File: config.mk
export PLATFORM = sky130hd
export DESIGN_NAME = booth_seq_mult
export DESIGN_NICKNAME = d
export VERILOG_FILES = /design/src/rtl/booth_seq_mult.sv
export SDC_FILE = /design/constraint.sdc
export NUM_CORES = 1
export LEC_CHECK = 0
export ABC_AREA = 1
export CORE_MARGIN = 2
export CORE_UTILIZATION = 50
export DETAILED_ROUTE_END_ITERATION = 8
export PLACE_DENSITY = 0.85
export SLEW_MARGIN = 10
export SYNTH_ARGS = -nofsm -noshare
export SYNTH_HDL_FRONTEND = slang
export SYNTH_SLANG_ARGS = --single-unit
File: constraint.sdc
create_clock -name clk -period 2.3 [get_ports clk]
set_input_delay 0.69 -clock clk [delete_from_list [all_inputs] [get_ports clk]]
set_output_delay 0.69 -clock clk [all_outputs]
set_load 0.005 [all_outputs]
File: src/rtl/booth_seq_mult.sv
// Iterative radix-2 Booth multiplier: one recode/add/shift step per clock, signed WIDTH x WIDTH -> 2*WIDTH.
// Optional build macro BOOTH_EARLY_TERM_EN finishes as soon as the remaining recodes are all no-ops.
module booth_seq_mult #(
    parameter int WIDTH = 8
) (
    input  logic                 clk,
    input  logic                 rst_n,
    input  logic                 start,
    input  logic [WIDTH-1:0]     a,
    input  logic [WIDTH-1:0]     b,
    output logic                 busy,
    output logic                 done,
    output logic [2*WIDTH-1:0]   product
);
    // state | meaning
    // IDLE  | waiting for start
    // CALC  | WIDTH Booth steps, then one cycle to register the product
    // DONE  | product valid for one cycle; a new start is accepted here
    localparam int CNT_W = $clog2(WIDTH + 1);

    typedef enum logic [1:0] {IDLE, CALC, DONE} state_t;

    state_t             state, state_nxt;
    logic [WIDTH:0]     m, m_nxt;
    logic [WIDTH:0]     acc, acc_nxt;
    logic [WIDTH-1:0]   q, q_nxt;
    logic               q_m1, q_m1_nxt;
    logic [CNT_W-1:0]   cnt, cnt_nxt;
    logic [2*WIDTH-1:0] prod_nxt;
    logic [WIDTH:0]     acc_sel;
`ifdef BOOTH_EARLY_TERM_EN
    logic [WIDTH-1:0]   rem_mask;
    logic [2*WIDTH:0]   full_shr;
`endif

    always_ff @(posedge clk or negedge rst_n) begin
        if (!rst_n) begin
            state   <= IDLE;
            m       <= '0;
            acc     <= '0;
            q       <= '0;
            q_m1    <= 1'b0;
            cnt     <= '0;
            product <= '0;
        end else begin
            state   <= state_nxt;
            m       <= m_nxt;
            acc     <= acc_nxt;
            q       <= q_nxt;
            q_m1    <= q_m1_nxt;
            cnt     <= cnt_nxt;
            product <= prod_nxt;
        end
    end

    always_comb begin
        state_nxt = state;
        m_nxt     = m;
        acc_nxt   = acc;
        q_nxt     = q;
        q_m1_nxt  = q_m1;
        cnt_nxt   = cnt;
        prod_nxt  = product;
        busy      = 1'b0;
        done      = 1'b0;
        acc_sel   = acc;
`ifdef BOOTH_EARLY_TERM_EN
        rem_mask  = '0;
        full_shr  = '0;
`endif
        case (state)
            IDLE, DONE: begin
                done = (state == DONE);
                if (start) begin
                    m_nxt     = {a[WIDTH-1], a};
                    acc_nxt   = '0;
                    q_nxt     = b;
                    q_m1_nxt  = 1'b0;
                    cnt_nxt   = CNT_W'(WIDTH);
                    state_nxt = CALC;
                end else begin
                    state_nxt = IDLE;
                end
            end
            CALC: begin
                busy = 1'b1;
                if (cnt == '0) begin
                    prod_nxt  = {acc[WIDTH-1:0], q};
                    state_nxt = DONE;
                end else begin
                    case ({q[0], q_m1})
                        2'b10:   acc_sel = acc - m;
                        2'b01:   acc_sel = acc + m;
                        default: acc_sel = acc;
                    endcase
                    acc_nxt  = {acc_sel[WIDTH], acc_sel[WIDTH:1]};
                    q_nxt    = {acc_sel[0], q[WIDTH-1:1]};
                    q_m1_nxt = q[0];
                    cnt_nxt  = cnt - CNT_W'(1);
`ifdef BOOTH_EARLY_TERM_EN
                    // Unprocessed multiplier bits sit in the low cnt_nxt bits of Q; if they all
                    // match q_m1 every remaining recode is a no-op and only the shifts remain.
                    rem_mask = ~({WIDTH{1'b1}} << cnt_nxt);
                    full_shr = $signed({acc_nxt, q_nxt}) >>> cnt_nxt;
                    if (cnt_nxt != '0 && ((q_nxt ^ {WIDTH{q_m1_nxt}}) & rem_mask) == '0) begin
                        prod_nxt  = full_shr[2*WIDTH-1:0];
                        state_nxt = DONE;
                    end
`endif
                end
            end
            default: state_nxt = IDLE;
        endcase
    end
endmodule

# After elaboration in Yosys (flattened, before gate mapping)
# Index checks and enable logic that the tools add are counted.
dict set report op_classes {
  add_sub_neg 3
  n_eq_ne 7
  muxes 18
  n_reduce_logical 7
}
# cell n
set ops {}
lappend ops {{9-bit one-hot mux with 2 select lines} 2}
lappend ops {{9-bit two-way mux} 2}
lappend ops {{8-bit two-way mux} 2}
lappend ops {{8-bit one-hot mux with 2 select lines} 1}
lappend ops {{9-bit adder} 1}
lappend ops {{9-bit subtractor} 1}
lappend ops {{4-bit two-way mux} 2}
lappend ops {{4-bit one-hot mux with 2 select lines} 1}
lappend ops {{2-bit inequality test (second input constant)} 3}
lappend ops {{1-bit two-way mux} 5}
lappend ops {{2-bit by 1-bit == test with 1-bit output (second input constant)} 2}
lappend ops {{2-bit == test (second input constant)} 2}
lappend ops {{4-bit zero test} 1}
lappend ops {{2-bit one-hot mux with 2 select lines} 1}
lappend ops {{2-bit AND reduction} 2}
lappend ops {{4-bit by 1-bit subtractor with 4-bit output (second input constant)} 1}
lappend ops {{3-bit AND reduction} 1}
lappend ops {{2-bit zero test} 1}
lappend ops {{2-bit two-way mux} 1}
lappend ops {{1-bit one-hot mux with 2 select lines} 1}
lappend ops {{2-bit nonzero test} 1}
lappend ops {{2-bit OR reduction} 1}
dict set report totals {
  regBits 48
  output_inout_bits 18
  in_bits 19
  word_cells 42
}

# Longest topological paths before layout
# Gate-level depths: netlist of run 1.
dict set report logic_depth {
  word_depth 4
  depth_mapped 17
  depth_no_buf 17
}

# Worst setup path after synthesis of run 1
# Ideal clock, no wire load.
dict set report synth_timing {
  path_kind {reg2reg}
  startpoint {register m[0]}
  endpoint {register acc[7]}
  n_path_buf 0
  required_time_ns 2.179
  arrival_ns 1.960
  path_slack_ns 0.219
  synth_period_minus_slack_ns 2.081
  setup_ns 0.121
  stages_incl_launch_ff 17
  cell_sequence {dfrtp_1 inv_1 ha_1 nand2_1 nor2_1 nor2_1 a21oi_1 xnor2_1 ha_1 nand2_1 inv_1 nand2_1 nand2_1 a21oi_1 nand3_1 nand3_1 nand2_1}
}
dict set report synth_via {
  elab_chain_cells 4
  elab_cells_between_ends 5
  classes_between {add/sub (2); mux (3)}
}
# item line
set synth_rtl {}
lappend synth_rtl {{start, declared} 24} ;# logic [WIDTH:0] m, m_nxt;
lappend synth_rtl {{start signal, assigned} 47} ;# m <= m_nxt;
lappend synth_rtl {{9-bit adder or 9-bit subtractor (tied branches)} {93, 92}}
lappend synth_rtl {{9-bit one-hot mux with 2 select lines *} 91} ;# case ({q[0], q_m1})
lappend synth_rtl {{9-bit two-way mux *} 87} ;# if (cnt == '0) begin
lappend synth_rtl {{9-bit one-hot mux with 2 select lines *} 71} ;# case (state)
lappend synth_rtl {{end signal, assigned} 48} ;# acc <= acc_nxt;
lappend synth_rtl {{end, declared} 25} ;# logic [WIDTH:0] acc, acc_nxt;
# Every way passes the cells marked *; elsewhere a longest branch is shown, timed or not. The select of a mux whose other input is x is not followed.
# A chain may end at the register's enable or synchronous reset.

# Final worst setup path of run 1
dict set report layout_timing {
  startpoint {register m[0]}
  endpoint {register acc[5]}
}
# Same word-level chain as after synthesis.

==> run summary, run 1 <==
Timing analysis after detailed placement gives a worst setup slack of -0.00260 ns. The finished layout holds ~410 standard cells, fillers aside. Clock skew on the completed layout was measured at 0.00914 ns. The number of register bits inferred by synthesis is 47. Routability-driven placement finished with a final weighted congestion of 0.854.

The ratio of routed vias to standard cells is 5.23. The path class of the tightest hold or removal check is input port to asynchronous set/reset pin. The tree is rooted in a clkbuf_8. The initial core utilization came out at 51.4%. The total of fill cells in the finished design is 431. The setup slack of the critical path after layout is 0.126 ns. The dominant synthesized flop cell is dfrtp_1. The wire-length estimate of the detail-placed layout is 3830 um.

On the worst path, the slowest cell contributes a delay of 0.41 ns. The required time reported for the critical path endpoint came out at roughly 2.5 ns. The number of flops mapped to enable cells by yosys came out at 0.

The count of mapped cells out of synthesis came out at 298. The number of levels in the clock H-tree is 2. The remaining global-route overflow came out at 0. The startpoint-to-endpoint class of the critical path is register to register. The post-route cell area is 0.00316 mm2. The critical path goes through inv_2 > ha_4 > nand2_2 > nor2_4 > nor2_2 > xor2_1 > ha_1 > nand2_1 > inv_1 > nand4_1 > nand4_1 > nand3_1 > nand2_1 > o21ai_1. Summing every instance area after synthesis gives 0.00261 mm2.

The largest total area in the synthesized netlist belongs to dfrtp_1. The number of standard-cell rows in the floorplan came out at 26. The clock transition time at the flip-flop clock pins of the worst setup and hold paths is 0.09 ns. The transition time of the tightest slew-check pin came out at 0.678 ns. The synthesized area divided by synthesized cell count came out at 8.75 um2. Of the cells placed in the final design, the portion with a size suffix greater than 1 is between 10% and 20%. The area added between synthesis and finish is 21.1%. The flow ran to the end, and the final reports show no timing, DRC or antenna violations.

The proportion of synthesized chip area in sequential cells is between 40% and 50%. The fraction of registers with async set/reset came out at 100%. The residual antenna-violating net count after detailed routing is 0.

The synthesized net count came out at 329. The die span in x is approximately 76 um. The total core area came out at 0.00507 mm2. The worst setup path is captured at a register. The dominant cell by count in the synthesized netlist is nand2_1. The clock insertion delay at the later pin of the skew report came out at slightly above 0.3 ns. For this run, the detailed router's first-pass iteration total came to 4. The number of maximum-capacitance violations is 0. The hold violation total from the final report is 0. The clock sink count is 47. STA classifies the critical path startpoint as a register. The global-route total usage across every layer is between 10% and 20%. The placed cell count came out at 399. The wire length after detailed routing came out at 5370 um.

The wire length of the first global-routing pass came out at ~8900 um. In this run, the number of DRC markers left after iteration 0 of detailed routing was 186. The worst flop-to-flop path startpoint is m[0]. Dividing the detail-routed wire length by the instance count gives 13.2 um. The tightest slew margin relative to the limit came out at 54.7%.

Summing all placed instances gives a cell area of between 0.003 and 0.004 mm2. The final period utilization is 94.5%. The distinct cell type count of the synthesized netlist came out at 33.

The initial antenna violation count came out at 0. The area used by sequential logic in the layout is 0.00118 mm2. The detailed-route via count is approximately 2100. For this run, design rule violations remaining after detail routing come to 0.

The maximum fanout encountered on the critical timing path is 5. The number of antenna cells inserted is 0. The maximum clock rate is 0.460 GHz. The fraction of post-synthesis cell area in the top cell type by area came out at 45.1%. The CTS tree is yes. The pin count of the biggest net entering global routing came out at 48. The area occupied by multi-input gates came out at about 0.0012 mm2. For this design, the slowest cell found on the critical path is dfrtp_1.

For this run, the number of Yosys warnings is 0. The number of clock buffers inserted by TritonCTS came out at 5. The die extent in y came out at 76.2 um. The number of global-route vias before repair is about 2000. The clock tree buffer depth came out at 2. In the post-synthesis netlist, the biggest area contributors are dfrtp_1, nand2_1, inv_1, o21ai_2, ha_1. 37 I/O pins were placed. The total setup violations reported at the end of the flow came out at 0. Tracing the worst setup path back leads to its startpoint at m[0]. The area enclosed by the die boundary is roughly 0.0058 mm2.

The commonest cells after synthesis are nand2_1, dfrtp_1, inv_1, o21ai_0, o21ai_2. At the worst endpoint, the arrival time is roughly 2.4 ns. The minimum period implied by the final worst setup slack is between 2 and 2.5 ns. The number of buffers inserted by port buffering is 36. The final net count came out at 368.

The final-report max-slew violation count is 0.
final cells by class:
type                       count  share of cell area [%]
timing repair buffer          40                    12.2
clock buffer                   6                    2.30
tap                           70                    2.78
clock inverter                 2                   0.515
inverter                      44                    5.31
multi-input combinational    199                    39.6
sequential                    47                    37.3
layout by cell type, fill, tap and decap left out, types with 6 or more instances in the layout:
master           instances
inv_1                   35
nand3_1                 12
o21ai_0                 19
ha_1                     8
a21oi_1                 11
dfrtp_1                 47
nand2_1                 66
a22oi_1                  7
nand2_2                  6
o21ai_1                  8
inv_2                    8
clkdlybuf4s50_1         35
o21ai_2                 16
nor2_1                   9
cells by family after synthesis:
| kind of cell | after synthesis | synth area share, % |
|---|---|---|
| DFF | 47 | 45.1 |
| adders and majority gates | 12 | 6.05 |
| buffers and inverters | 52 | 9.12 |
| xor gates and xnor gates | 7 | 2.35 |
| AOI/OAI and AO/OA | 74 | 18.3 |
| and+or+nand+nor | 106 | 19.1 |
metrics by stage:
stage | hold WS (ns) | setup TNS, ns | utilization, %
after floorplan | 0.394 | 0 | -
after global placement | 0.464 | 0 | 59.1
after detailed placement | 0.468 | -0.00260 | 59.1
after CTS | 0.477 | 0 | 61.1
after global routing | 0.513 | -0.0894 | 62.2
final | 0.452 | 0 | 62.2
sequential cells by signal (all words and copies together) (netlist names):
signal,count
state,2
acc,8
cnt,4
q,8
q_m1,1
product,16
m,8
path summary, 6_finish.rpt:
path                               to  slack, ns  cells past startpoint
setup reg to reg               acc[5]       0.13                     14
min in group clk           product[6]       0.49                      2
max in group asynchronous      acc[2]       1.45                      2
hold / removal                   m[3]       0.45                      2
setup / recovery               acc[5]       0.13                     14
hold reg to reg            product[6]       0.49                      2
metal layers:
layer / share of wire, % / GRT usage [%]
met5: 0 / 0
met4: 1.5 / 4.73
met3: 5.5 / 3.67
met2: 47 / 31.4
met1: 46 / 26.0
worst max-delay path: cells and delay by family (launching register included):
family	cells	cell delay, ns
AND/OR/NAND/NOR	8	0.74
adder cells (fa/ha/maj)	2	0.53
flip-flops	1	0.41
buffers and inverters	2	0.19
XOR/XNOR	1	0.15
AO/OA/AOI/OAI	1	0.06
what timing repair did:
action | 4_1_cts | 5_1_grt
hold buffers | 0 | 0
setup buffers | 1 | 0
gates resized for setup | 1 | 18
pin swaps | 1 | 8
endpoints found under the setup margin | 1 | 7
Power of run 1 is left out: the tool's default activity adds up to more than one toggle a clock period on the data nets, which glitch-free logic cannot reach.
==> inputs of run 2 (changes only) <==
--- a/config.mk
+++ b/config.mk
@@ -6,7 +6,7 @@
 export NUM_CORES = 1
 export LEC_CHECK = 0
 export ABC_AREA = 1
-export CORE_MARGIN = 2
+export CORE_MARGIN = 4
 export CORE_UTILIZATION = 50
 export DETAILED_ROUTE_END_ITERATION = 8
 export PLACE_DENSITY = 0.85
==> run summary, run 2 (same netlist as run 1, synthesis figures left out) <==
The flow ran to the end, and the final reports show no timing, DRC or antenna violations. The final period utilization came out at 94.3% (-0.28 points). The total of fill cells in the finished design is 429 (-0.46%).

The clock insertion delay at the later pin of the skew report came to 0.31 ns (about the same). The most numerous cell type found on the critical path is nand2_1. The final cell count without fillers came out at 412 (+0.98%). The fraction of final layout cells sized beyond drive strength 1 is 20.5% (+2.1 points). The die span in x came out at 80.2 um (+5.2%). The ratio of routed vias to standard cells is 5.35 (+2.3%). The transition time of the tightest slew-check pin is 0.669 ns (-0.00886 ns). The maximum fanout encountered on the critical timing path is 5 (unchanged). The residual antenna-violating net count after detailed routing came to 0 (unchanged). TritonCTS built the clock tree. The hold violation total from the final report was 0 (unchanged). The maximum clock rate is 0.461 GHz (+0.29%).

The total I/O pin count is 37 (unchanged). The setup slack of the critical path after layout is 0.132 ns (+0.00634 ns). The wire length of the first global-routing pass came to 9310 um (+4.2%). In the layout the commonest cells are nand2_1, dfrtp_1, inv_1, clkdlybuf4s50_1, o21ai_0.

The kind of cell adding the most delay to the critical path is simple AND/OR/NAND/NOR gates. The final net count is 372 (+1.1%). STA classifies the critical path endpoint as a register. The clock tree buffer depth is 2 (unchanged). The placed wire-length estimate after detailed placement came out at 3890 um (+1.7%). The total setup violations reported at the end of the flow was 0 (unchanged). Walking the worst path, the cells encountered are inv_2 > ha_4 > nand2_4 > nor2_4 > nor2_2 > a21oi_2 > xnor2_1 > ha_1 > nand2_2 > inv_1 > nand2_1 > nand2_1 > a21oi_2 > nand3_1 > nand3_1 > nand2_1.

The die extent in y came out at 80.2 um (+5.2%). The path class of the tightest hold or removal check is input port to asynchronous set/reset pin. The worst slack at placement came out at -0.0103 ns (-0.00769 ns). The number of standard-cell rows in the floorplan is 26 (unchanged). The wire length after detailed routing is 5480 um (+2.0%). The placed cell count came out at 399 (unchanged). The initial antenna violation count was 0 (unchanged). Setup repair after global routing could not meet its margin everywhere. The length of the first detailed-routing pass in iterations was 5 (+1). The post-cts hold buffer count was 0 (unchanged). The count of routing violations after the opening detailed-route iteration is 182 (-2.2%).

The largest individual stage delay along the critical path comes from the cell dfrtp_1. The final-report max-slew violation count is 0 (unchanged). The minimum period implied by the final worst setup slack came out at 2.17 ns (-0.00633 ns).

The number of flip-flops under the largest register name is 16 (unchanged). The routed length per placed instance came out at 13.3 um (+1.1%). The number of maximum-capacitance violations was 0 (unchanged).

The minimum hold slack is 0.449 ns (-0.00269 ns). The global-route total usage across every layer came to 18.4% (-0.66 points). The worst setup path is launched from a register. The number of antenna cells inserted was 0 (unchanged). The remaining routing DRC violations was 0 (unchanged). The pin count of the biggest net entering global routing is 48 (unchanged). The startpoint-to-endpoint class of the critical path is register to register.

The area enclosed by the die boundary came out at 0.00643 mm2 (+11%). The number of clock buffers inserted by TritonCTS is 5 (unchanged). The total core area is 0.00507 mm2 (unchanged). The delay contributed by the slowest stage of the critical path is 0.38 ns (-0.03 ns). The number of buffers inserted by port buffering came out at 36 (unchanged).

The remaining global-route overflow is 0 (unchanged). The initial core utilization came out at 51.4% (unchanged). The number of levels in the clock H-tree came out at 2 (unchanged). The number of global-route vias before repair is 2103 (+6.3%). The tightest slew margin relative to the limit came to 55.3% (+0.59 points). The detailed-route via count is 2205 (+3.3%). The required time reported for the critical path endpoint is 2.50 ns (about the same). The arrival time of data at the critical path endpoint was 2.36 ns (-0.02 ns). The global placer's final weighted congestion is 0.949 (+11%). The sum of negative setup slack is 0 ns (unchanged).

The clock sink count came out at 47 (unchanged). The register with the most flip-flops is product. The final setup skew is 0.00831 ns (-0.000824 ns). The area added between synthesis and finish is 23.3%. The clock transition time at the flip-flop clock pins of the worst setup and hold paths came out at 0.09 ns (about the same).

The library cell used most frequently in the layout, excluding fill and tap cells, is nand2_1. CTS placed an instance of clkbuf_8 at the clock tree root. The combined buffer and inverter count along the critical path came out at 2 (unchanged).
## run 2: final timing paths
kind,from,end,slack [ns],cells past startpoint
worst min-delay path,rst_n,product[2],0.45,2
worst max-delay path,m[1],acc[7],0.13,16
worst min register to register,product[10],product[10],0.49,2
worst max register to register,m[1],acc[7],0.13,16
max in group asynchronous,rst_n,acc[6],1.46,2
min in group clk,product[10],product[10],0.49,2
## run 2: worst register-to-register path: stages (launching register included)
cell and delay (ns):
dfrtp_1 0.38, inv_2 0.11, ha_4 0.17, nand2_4 0.06
nor2_4 0.12, nor2_2 0.06, a21oi_2 0.12, xnor2_1 0.13
ha_1 0.31, nand2_2 0.10, inv_1 0.04, nand2_1 0.06
nand2_1 0.06, a21oi_2 0.13, nand3_1 0.09, nand3_1 0.08
nand2_1 0.05
## run 2: area by class of cell
type | count | area [um2] | share of cell area (%)
clock inverters | 1 | 8.76 | 0.272
flip-flops and latches | 47 | 1180 | 36.6
multi-input cells | 199 | 1270 | 39.6
inverters | 44 | 168 | 5.22
well taps | 70 | 87.6 | 2.72
clock buffers | 7 | 86.3 | 2.69
repair buffers | 44 | 415 | 12.9
## run 2: routing by layer
metal,share of wire [%],track usage [%],up-vias,routed length [um]
met5,0,0,-,0
met4,1.3,5.57,0,71
met3,6.0,4.26,12,329
met2,49,30.9,84,2670
met1,44,23.4,1045,2410
li1,-,-,1064,-
## run 2: stage by stage
stage               utilization [%]  cell area, um2
global route                   63.3            3210
CTS                            61.2            3110
finish                         63.3            3210
detailed placement             59.1            3000
global placement               59.1            3000
floorplan                         -            2610
## run 2: what timing repair did
item,in CTS,in global routing
hold endpoints to repair,0,0
pin swaps,1,8
setup buffers,1,4
endpoints found under the setup margin,1,7
resized for setup,1,23
Power of run 2 is left out for the same reason.
==> inputs of run 3 (changes only) <==
--- a/config.mk
+++ b/config.mk
@@ -5,11 +5,12 @@
 export SDC_FILE = /design/constraint.sdc
 export NUM_CORES = 1
 export LEC_CHECK = 0
-export ABC_AREA = 1
 export CORE_MARGIN = 4
 export CORE_UTILIZATION = 50
 export DETAILED_ROUTE_END_ITERATION = 8
-export PLACE_DENSITY = 0.85
+export GPL_TIMING_DRIVEN = 0
+export PLACE_DENSITY = 0.86
+export RECOVER_POWER = 50
 export SLEW_MARGIN = 10
 export SYNTH_ARGS = -nofsm -noshare
 export SYNTH_HDL_FRONTEND = slang
==> run summary, run 3 <==
The length of the first detailed-routing pass in iterations is 7 (+2). The cell depth of the worst min-delay path came out at 2. The endpoint of the most critical register-to-register path is acc[7].

The post-synthesis instance area was 0.00246 mm2 (-5.7%). Net switching is 45.2% of the power. The wire length of the first global-routing pass was 10200 um (+9.7%). The areal power density over the cells came out at 1860 mW/mm2. Of the total power, combinational logic draws 64.0%. The delay contributed by the slowest stage of the critical path is 0.40 ns (+0.02 ns). The checks that failed: setup timing. The run finished, with violations left. The number of buffers inserted by port buffering is 36 (unchanged). The fraction of registers with async set/reset came out at 100% (unchanged).

The area enclosed by the die boundary came out at 0.00610 mm2 (-5.1%). The final setup skew is 0.0102 ns (+0.00194 ns). The number of flip-flops under the largest register name is 16 (unchanged).

The pin count of the biggest net entering global routing came out at 30 (-38%). The worst flop-to-flop path startpoint is q[0]. The worst setup path is launched from a register. The synthesized area divided by synthesized cell count is 9.07 um2 (+3.7%). The minimum hold slack is 0.479 ns (+0.0300 ns).

The number of standard-cell rows in the floorplan is 25 (-3.8%). The met2 usage in global routing came to 37.2% (+6.3 points). Yosys attributes the largest share of cell area to dfrtp_1, nand2_1, ha_1, o21ai_0, xor2_1.

The proportion of synthesized chip area in sequential cells came out at 47.9% (+2.7 points). The dominant cell type by area after synthesis is dfrtp_1. The critical path capture point type is a register. The placed cell count is 375 (-6.0%).

The clock insertion delay at the later pin of the skew report is 0.31 ns (about the same). The maximum clock rate came out at 0.405 GHz (-12%). The initial antenna violation count came out at 0 (unchanged). The fraction of final layout cells sized beyond drive strength 1 is 12.6% (-7.9 points). In the synthesized netlist, the cells that appear most often are nand2_1, dfrtp_1, o21ai_0, nor2_1, ha_1. The arrival time of data at the critical path endpoint came out at 2.71 ns (+0.35 ns). The total leakage power came out at ~1.5 nW. In the layout the commonest cells are nand2_1, dfrtp_1, clkdlybuf4s50_1. The remaining routing DRC violations came out at 0 (unchanged). The placed wire-length estimate after detailed placement is 4090 um (+5.0%).

The fraction of post-synthesis cell area in the top cell type by area was 47.9% (+2.7 points). The number of clock buffers inserted by TritonCTS is 5 (unchanged). The initial core utilization is 51.7% (+0.33 points).

The count of mapped cells out of synthesis came out at 271 (-9.1%). The leading cell type in the layout, fill and taps excluded is nand2_1. The total core area came out at 0.00475 mm2 (-6.3%). The final-report max-slew violation count is 0 (unchanged).

The routed length per placed instance came out at 16.4 um (+23%). The residual antenna-violating net count after detailed routing is 0 (unchanged). The global routing usage on met3 is 3.21% (-1.0 points). The clock transition time at the flip-flop clock pins of the worst setup and hold paths is 0.10 ns (about the same). Counting stages on the worst path, the most repeated cell is mux2i_1. The tightest slew margin relative to the limit came out at 35.1% (-20 points). The depth of the worst register-to-register path is 10 (-6).

The number of maximum-capacitance violations came out at 0 (unchanged). The final period utilization is 107% (+13 points). The number of register bits inferred by synthesis came out at 47 (unchanged). The number of flops mapped to enable cells by yosys came out at 0 (unchanged). The transition time of the tightest slew-check pin is 0.973 ns (+0.304 ns).

The sink of the worst hold path is product[6]. The total power after layout is 5.91 mW. Setup repair after global routing could not meet its margin everywhere. The total I/O pin count is 37 (unchanged).

The maximum fanout encountered on the critical timing path came out at 4 (-1). From synthesis to final layout, the design area changed by 29.3%. Per report_power, the sequential group accounts for a little over a quarter of the total. The clock sink count came out at 47 (unchanged). The global placer's final weighted congestion is 0.897 (-5.5%). The detailed-route via count came out at 2218 (+0.59%). The final cell count without fillers is 392 (-4.9%). The dominant cell by count in the synthesized netlist is nand2_1.

The maximum ir drop on the vdd rail is 0.000755 V. The analysis attributes to net switching a power of 2.67 mW. The buffer cell driving the clock tree root is clkbuf_8. The number of antenna cells inserted came out at 0 (unchanged).

The most congested layer reported by global routing is met2. The total setup violations reported at the end of the flow came out at 11 (+11). The cell-internal power came out at 3.24 mW. The distinct cell type count of the synthesized netlist came to 35 (+6.1%).

The die extent in y came to 78.1 um (-2.6%). The synthesized net count is 302 (-8.2%). The clock share of power is under 10%.

The critical path goes through inv_2 > ha_4 > buf_8 > mux2_4 > fa_2 > a211oi_4 > o211ai_1 > nand2_1 > mux2i_1 > mux2i_1. The setup path with the least slack is of type register to register. The clock tree buffer depth came out at 2 (unchanged). The post-route cell area is 0.00318 mm2 (-1.1%). The final core utilization came to 66.8% (+3.5 points). The hold violation total from the final report was 0 (unchanged).

The cell with the largest stage delay on the worst path is dfrtp_1. The total of fill cells in the finished design came out at 372 (-13%). The number of global-route vias before repair is 2128 (+1.2%). The register with the most flip-flops in the final layout is product. The die span in x came to 78.1 um (-2.6%). The setup slack of the critical path after layout came out at -0.171 ns (-0.303 ns). The count of routing violations after the opening detailed-route iteration came out at 248 (+36%). The ratio of routed vias to standard cells was 5.66 (+5.7%). The final net count came out at 355 (-4.6%).

The remaining global-route overflow is 0 (unchanged). The wire length after detailed routing is 6440 um (+17%). The required time reported for the critical path endpoint was 2.54 ns (+0.04 ns).

The placed instance area came out at 0.00294 mm2 (-2.1%). The global-route met1 utilization is 26.8% (+3.4 points). In this run the worst hold path is classified as register to register.

The global-route total usage across every layer came to 21.4% (+3.0 points). In this run the most critical hold path is launched from product[6]. The minimum period implied by the final worst setup slack came out at 2.47 ns (+0.303 ns).

Among all flip-flop cells after synthesis, the most frequent one is dfrtp_1. TritonCTS built the clock tree. The Yosys warning count is 0 (unchanged).

The setup slack on the worst flop-to-flop path came out at -0.17 ns (-0.30 ns). The number of levels in the clock H-tree is 2 (unchanged).
==> run 3: cells by family after synthesis <==
| logic type | after synthesis | synth area share, % |
|---|---|---|
| XOR/XNOR | 11 | 3.92 |
| adder cells (fa/ha/maj) | 12 | 6.42 |
| multiplexers | 9 | 3.87 |
| AND/OR/NAND/NOR | 118 | 21.0 |
| buffers and inverters | 22 | 3.56 |
| AO/OA/AOI/OAI | 52 | 13.4 |
| flip-flops | 47 | 47.9 |
==> run 3: area by class of cell <==
type / count / area [um2] / area share (%)
multi-input combinational: 202 / 1300 / 40.9
sequential: 47 / 1180 / 37.0
timing repair buffer: 46 / 427 / 13.4
tap: 67 / 83.8 / 2.64
clock buffer: 5 / 68.8 / 2.17
buffer: 12 / 61.3 / 1.93
inverter: 10 / 37.5 / 1.18
clock inverter: 3 / 25.0 / 0.787
==> run 3: worst max-delay path: cells and delay by family, from the launching register on <==
kind            cells  cell delay (ns)
buf+inv             2             0.20
compound gates      2             0.43
mux                 3             0.74
fa+ha+maj           2             0.54
simple gates        1             0.09
flops               1             0.40
==> run 3: metrics by stage <==
step	setup TNS [ns]	worst slack, ns
after floorplan	0	0.0151
after global placement	-33.84	-0.698
after detailed placement	-1.77	-0.197
after CTS	-0.182	-0.110
after global routing	-3.28	-0.302
final	-0.725	-0.171
==> run 3: how the worst max path moves through the flow <==
stage | from | endpoint | slack (ns) | depth (start not counted)
CTS | q[0] | acc[7] | -0.11 | 10
finish | q[0] | acc[7] | -0.17 | 10
floorplan | q[0] | acc[7] | 0.02 | 10
detailed placement | m[0] | acc[7] | -0.20 | 11
global route | m[1] | acc[7] | -0.30 | 9
global placement | rst_n | acc[7] | -0.70 | 1
==> run 3: repair_timing <==
| action | CTS | global route |
|---|---|---|
| pin swaps | 8 | 10 |
| cloned | 1 | 0 |
| setup endpoints to repair | 6 | 6 |
| buffers inserted | 6 | 2 |
| resized for setup | 8 | 13 |
| hold buffers | 0 | 0 |
==> run 3: power by group through the flow <==
stage	clock (mW)	sequential, mW	combinational, mW
finish	0.527	1.60	3.78
global route	0.566	1.65	4.11
CTS	0.533	1.56	3.32
detailed placement	0	1.58	3.06
global placement	0	1.54	2.94
floorplan	0	1.50	2.25
==> run 3: per-layer routing <==
metal | vias to the layer above | wire [um] | part of all wire [%]
li1 | 1022 | - | -
met1 | 1056 | 2500 | 39
met2 | 114 | 3370 | 52
met3 | 26 | 372 | 5.8
met4 | 0 | 196 | 3.0
met5 | - | 0 | 0
Note: power is estimated with default switching activity, not from simulation.
